===== config.mk =====
export PLATFORM = sky130hd
export DESIGN_NAME = stopwatch_bcd_counter
export DESIGN_NICKNAME = d
export VERILOG_FILES = /design/src/rtl/stopwatch_bcd_counter.sv
export SDC_FILE = /design/constraint.sdc
export NUM_CORES = 1
export LEC_CHECK = 0
export ABC_CLOCK_PERIOD_IN_PS = 1950
export BUFFER_PORTS_ARGS = -buffer_cell sky130_fd_sc_hd__buf_2
export CAP_MARGIN = 20
export CORE_ASPECT_RATIO = 0.6
export CORE_MARGIN = 2
export CORE_UTILIZATION = 46
export DETAILED_ROUTE_END_ITERATION = 12
export GPL_ROUTABILITY_DRIVEN = 0
export HOLD_SLACK_MARGIN = 0.06
export PLACE_DENSITY = 0.74
export SYNTH_ARGS = -nofsm -noshare
export SYNTH_HDL_FRONTEND = slang
export SYNTH_SLANG_ARGS = --single-unit

===== constraint.sdc =====
create_clock -name clk -period 1.95 [get_ports clk]
set_input_delay 0.2925 -clock clk [delete_from_list [all_inputs] [get_ports clk]]
set_output_delay 0.2925 -clock clk [all_outputs]
set_load 0.05 [all_outputs]

===== src/rtl/stopwatch_bcd_counter.sv =====
// MM:SS BCD stopwatch core: up/down run mode, latched pause, per-field adjust,
// configurable minute-tens full-scale, wrap pulse and adjust blink phase.
module stopwatch_bcd_counter #(
    parameter int unsigned MIN_TENS_MAX = 9,
    parameter int unsigned DOWN_EN      = 0,
    parameter int unsigned PAUSE_TOGGLE = 1
) (
    input  logic       clk,
    input  logic       reset,
    input  logic       tick_run,
    input  logic       tick_adj,
    input  logic       pause,
    input  logic       adjust,
    input  logic       select,
    input  logic       dir,
    output logic [3:0] min1,
    output logic [3:0] min0,
    output logic [3:0] sec1,
    output logic [3:0] sec0,
    output logic       paused,
    output logic       wrap,
    output logic       adj_blink
);

    localparam logic [3:0] MT_MAX  = 4'(MIN_TENS_MAX);
    localparam bit         DOWN_OK = (DOWN_EN != 0);
    localparam bit         TOGGLE  = (PAUSE_TOGGLE != 0);

    logic [3:0] min1_q, min1_d;
    logic [3:0] min0_q, min0_d;
    logic [3:0] sec1_q, sec1_d;
    logic [3:0] sec0_q, sec0_d;
    logic       paused_q, paused_d;
    logic       wrap_q, wrap_d;
    logic       blink_q, blink_d;

    logic count_down_c;
    logic run_c;

    assign count_down_c = DOWN_OK && dir;
    // Tick is qualified by the paused value before this cycle's pause update.
    assign run_c        = !paused_q && tick_run;

    // Next-state: adjust has priority over pause/run; digits stay legal BCD.
    always_comb begin
        min1_d   = min1_q;
        min0_d   = min0_q;
        sec1_d   = sec1_q;
        sec0_d   = sec0_q;
        paused_d = paused_q;
        wrap_d   = 1'b0;
        blink_d  = blink_q;

        if (adjust) begin
            if (tick_adj) begin
                blink_d = ~blink_q;
                if (select) begin
                    if (sec0_q == 4'd9) begin
                        sec0_d = 4'd0;
                        sec1_d = (sec1_q == 4'd5) ? 4'd0 : sec1_q + 4'd1;
                    end else begin
                        sec0_d = sec0_q + 4'd1;
                    end
                end else begin
                    if (min0_q == 4'd9) begin
                        min0_d = 4'd0;
                        min1_d = (min1_q == MT_MAX) ? 4'd0 : min1_q + 4'd1;
                    end else begin
                        min0_d = min0_q + 4'd1;
                    end
                end
            end
        end else begin
            blink_d = 1'b0;
            if (run_c) begin
                if (count_down_c) begin
                    if (sec0_q != 4'd0) begin
                        sec0_d = sec0_q - 4'd1;
                    end else begin
                        sec0_d = 4'd9;
                        if (sec1_q != 4'd0) begin
                            sec1_d = sec1_q - 4'd1;
                        end else begin
                            sec1_d = 4'd5;
                            if (min0_q != 4'd0) begin
                                min0_d = min0_q - 4'd1;
                            end else begin
                                min0_d = 4'd9;
                                if (min1_q != 4'd0) begin
                                    min1_d = min1_q - 4'd1;
                                end else begin
                                    min1_d = MT_MAX;
                                    wrap_d = 1'b1;
                                end
                            end
                        end
                    end
                end else begin
                    if (sec0_q != 4'd9) begin
                        sec0_d = sec0_q + 4'd1;
                    end else begin
                        sec0_d = 4'd0;
                        if (sec1_q != 4'd5) begin
                            sec1_d = sec1_q + 4'd1;
                        end else begin
                            sec1_d = 4'd0;
                            if (min0_q != 4'd9) begin
                                min0_d = min0_q + 4'd1;
                            end else begin
                                min0_d = 4'd0;
                                if (min1_q != MT_MAX) begin
                                    min1_d = min1_q + 4'd1;
                                end else begin
                                    min1_d = 4'd0;
                                    wrap_d = 1'b1;
                                end
                            end
                        end
                    end
                end
            end
            if (TOGGLE) begin
                paused_d = paused_q ^ pause;
            end else begin
                paused_d = pause;
            end
        end
    end

    // State registers with asynchronous clear.
    always_ff @(posedge clk or posedge reset) begin
        if (reset) begin
            min1_q   <= 4'd0;
            min0_q   <= 4'd0;
            sec1_q   <= 4'd0;
            sec0_q   <= 4'd0;
            paused_q <= 1'b0;
            wrap_q   <= 1'b0;
            blink_q  <= 1'b0;
        end else begin
            min1_q   <= min1_d;
            min0_q   <= min0_d;
            sec1_q   <= sec1_d;
            sec0_q   <= sec0_d;
            paused_q <= paused_d;
            wrap_q   <= wrap_d;
            blink_q  <= blink_d;
        end
    end

    assign min1      = min1_q;
    assign min0      = min0_q;
    assign sec1      = sec1_q;
    assign sec0      = sec0_q;
    assign paused    = paused_q;
    assign wrap      = wrap_q;
    assign adj_blink = blink_q;

endmodule


==> reports/results.txt <==
The flow ran to the end, and the final reports show no timing, DRC or antenna violations. The number of diodes came out at 0. Leaving out fill and tap cells, the most frequent cells in the layout are sky130_fd_sc_hd__buf_2 (25), sky130_fd_sc_hd__dfrtp_1 (13), sky130_fd_sc_hd__nor2_1 (10), sky130_fd_sc_hd__nand2_1 (8), sky130_fd_sc_hd__o21ai_0 (7). Counting tap cells, the placed design contains a total of 164 instances.

Data arrives at the worst endpoint at 2.08 ns. For this run, the number of standard cells in the final layout without fillers is 168. After detailed routing, the number of vias per cell comes to 5.07. CTS placed an instance of sky130_fd_sc_hd__clkbuf_8 at the clock tree root. Of the post-synthesis cell area, the dominant cell type holds 45.9%. The average wire per cell in the routed design came out at 12.6 µm. The run gives 0 as the number of max-capacitance violations reported. The clock drives 19 sinks. The tools report the overall overflow remaining after global route as 0.

The slew at the pin closest to its max-slew limit is 0.712 ns. The routed wire length was 2120 µm; the number of setup buffers added after CTS was 0. The highest metal layer carrying signal wires in the routed design is met4. The worst hold path belongs to the class input port to async pin.

Entering global routing, the biggest net connects 20 pins. At the end of the flow, the number of nets in the layout was 153. Of the available clock period, the critical path in the final layout requires 96.8%.

The tools report the number of gates resized after CTS as 0. Hold violation count in the final report: 0. Area enclosed by the die boundary: 2660 µm². Buffers placed on the I/O ports in this run total 25. During synthesis, Yosys emitted a total of 0 warnings. The netlist uses 33 different library cells. The logs give 0.138 ns for the post-route worst hold slack and 0.26 ns for the latest clock arrival within the worst-skew pair.

The run gives 728 as the via count of the first global-routing pass. The worst setup path is captured at a flop. After detailed routing, the number of remaining DRC violations is 0. The average cell area after synthesis came out at 9.85 µm². The tools report the count of nets left with antenna violations after detail routing as 0. TritonCTS built the clock tree.

By area the synthesized netlist is led by sky130_fd_sc_hd__dfrtp_1 (46%), sky130_fd_sc_hd__ha_1 (7.3%), sky130_fd_sc_hd__mux2_2 (4.4%). Cell internal power was estimated by the tool at 0.00104 W. Measured along the y axis, the die boundary spans 40.7 µm.

The critical path class is flop to flop. The logs give 119 for the post-synthesis net count and 3310 µm for the wire length of the first global-routing pass. The share of total power dissipated in sequential elements is 33.8%. Prior to clock tree synthesis, the placed netlist has a worst setup slack of 0.0582 ns.

The total I/O pin count was 27; the starting DRC count in detailed routing was 46. Total routed wire length on the met1 layer: 1130 µm. In this run the power spent charging and discharging nets is 0.00111 W. The tools report the combined global-route utilization of all metal layers as 17.6%. The floorplan has 13 rows. Data on the critical path is required at its endpoint by 2.15 ns. The wire-length estimate of the detail-placed layout is 1630 µm. After technology mapping, the gate count stands at 105. For the proportion of power drawn by combinational gates, the log shows 53.5%. The run gives 0 as the number of antenna violations at the first check in global routing.

The peak fanout along the critical path was 5; the maximum buffer depth of the clock tree was 2. For the largest clock skew in the final design, the log shows 0.00128 ns. Most common cell after layout, fill and taps aside: sky130_fd_sc_hd__buf_2. The number of clock buffers added by TritonCTS is 3. The run gives 1 as the number of H-tree levels. Setup repair after global routing could not meet its margin everywhere. The run gives 12.7% as the clock power share. Sort of element at the start of the critical path: a flop.

In this run switching power makes up 51.7% of total power. The fraction of the yosys area taken by sequential cells was 45.9%. Final critical path time including I/O delays and setup: 1.89 ns. VDD sags by at most 0.715 mV. The worst path meets setup with 0.0618 ns of slack.

Number of vias in the routed layout: 851. In this run the standard cell core region covers 2150 µm². The register bit count reported by yosys was 19. In this run, post-CTS hold repair placed 0 buffers. For this configuration, the core starts out at a cell density of 48.2%. The logs give 0.530 GHz for the timing-limited maximum frequency and 0 for the final number of setup-violating endpoints. Cells with a size suffix above 1 make up 33.3% of the layout.

The met3 wirelength from detailed routing was 107 µm; the clock-pin slew reported for the worst setup and hold paths after clock tree synthesis was 0.07 ns. Measured along the x axis, the die boundary spans 65.2 µm. The power density over the cells is 1660 nW/µm², and the worst slew slack as a fraction of its limit is 52.5%. The number of slew-limit violations in the final report is 0. The tools report the final total negative setup slack as 0 ns. In this run the static leakage power is 0.590 nW. The routed design uses 836 µm of met2 wire. Cell type contributing the most total cell area after synthesis: sky130_fd_sc_hd__dfrtp_1. In this run the cell area of the synthesized design comes to 1030 µm². Compared with the post-synthesis result, the final layout area differs by 24.8%. The detailed-router iteration count before antenna repair came out at 4.
-- sequential cells by signal, indices dropped and copies added, names as in the netlist --
register	cells
wrap	1
min0	4
sec0	4
paused	1
min1	4
adj_blink	1
sec1	4
-- cells in the mapped netlist --
library cell	number
sky130_fd_sc_hd__dfrtp_1	19
sky130_fd_sc_hd__nor2_1	10
sky130_fd_sc_hd__nand2_1	8
sky130_fd_sc_hd__o21ai_0	7
sky130_fd_sc_hd__ha_1	6
sky130_fd_sc_hd__nand3_1	6
sky130_fd_sc_hd__inv_1	5
sky130_fd_sc_hd__mux2_2	4
sky130_fd_sc_hd__nand2b_1	3
sky130_fd_sc_hd__nand4b_1	3
sky130_fd_sc_hd__xor2_1	3
sky130_fd_sc_hd__a21oi_1	2
sky130_fd_sc_hd__and2_1	2
sky130_fd_sc_hd__nand3b_1	2
sky130_fd_sc_hd__nor2b_1	2
sky130_fd_sc_hd__nor3_1	2
sky130_fd_sc_hd__nor3b_1	2
sky130_fd_sc_hd__o31ai_1	2
sky130_fd_sc_hd__or4b_1	2
sky130_fd_sc_hd__xnor2_1	2
sky130_fd_sc_hd__a21o_1	1
sky130_fd_sc_hd__buf_2	1
sky130_fd_sc_hd__clkbuf_1	1
sky130_fd_sc_hd__nand4_1	1
sky130_fd_sc_hd__nor4_1	1
sky130_fd_sc_hd__o21a_1	1
sky130_fd_sc_hd__o21ai_1	1
sky130_fd_sc_hd__o2bb2ai_1	1
sky130_fd_sc_hd__o311ai_0	1
sky130_fd_sc_hd__o31a_1	1
sky130_fd_sc_hd__o41ai_1	1
sky130_fd_sc_hd__or2_2	1
sky130_fd_sc_hd__or3_1	1
-- layout make-up --
type / instances / area [µm²]
Tap cell: 30 / 37.5
Sequential cell: 19 / 483
Timing Repair Buffer: 31 / 170
Clock buffer: 4 / 45.0
Inverter: 5 / 18.8
Fill cell: 211 / 856
Multi-Input combinational cell: 79 / 537
-- final timing paths --
kind                          from  endpoint  slack, ns  cells past startpoint
setup / recovery           sec1[3]   min0[3]       0.06                      4
hold / removal               reset   min0[1]       0.14                      2
setup reg to reg           sec1[3]   min0[3]       0.06                      4
hold reg to reg             paused    paused       0.50                      1
max in group asynchronous    reset   sec1[2]       1.32                      2
min in group clk             pause    paused       0.30                      3
-- cell families (layout without fill, tap and decap cells) --
logic type | after synthesis | in the layout | synth area share, %
simple gates | 46 | 46 | 24.4
flops | 19 | 19 | 45.9
compound gates | 18 | 18 | 11.1
buf+inv | 7 | 40 | 2.66
xor+xnor | 5 | 5 | 4.23
mux | 4 | 4 | 4.35
fa+ha+maj | 6 | 6 | 7.25
-- power by group through the flow --
stage | registers (W) | clock network [W] | logic, W
2_1_floorplan | 0.00120 | 0 | 0.000381
3_3_place_gp | 0.000717 | 0 | 0.00113
3_5_place_dp | 0.000727 | 0 | 0.00115
4_1_cts | 0.000721 | 0.000280 | 0.00115
5_1_grt | 0.000759 | 0.000301 | 0.00124
6_report | 0.000724 | 0.000273 | 0.00115
-- stage by stage --
stage / power [W] / area, µm² / utilization, %
CTS: 0.00216 / 1290 / 60.1
detailed placement: 0.00188 / 1250 / 58.0
global route: 0.00230 / 1290 / 60.1
floorplan: 0.00158 / 1050 / -
finish: 0.00214 / 1290 / 60.1
global placement: 0.00185 / 1250 / 58.0
-- critical path: stages, from the launching register on --
cell,delay (ns)
sky130_fd_sc_hd__dfrtp_2,0.44
sky130_fd_sc_hd__or4b_1,0.48
sky130_fd_sc_hd__o31a_1,0.31
sky130_fd_sc_hd__or4b_1,0.51
sky130_fd_sc_hd__nand3_1,0.09
-- layer usage --
layer | GRT usage (%) | up-vias
met4 | 9.38 | 0
met1 | 24.9 | 391
met3 | 4.95 | 4
met2 | 24.7 | 21
li1 | - | 435
met5 | 0 | -
No activity file was read; power rests on OpenSTA's default activity.
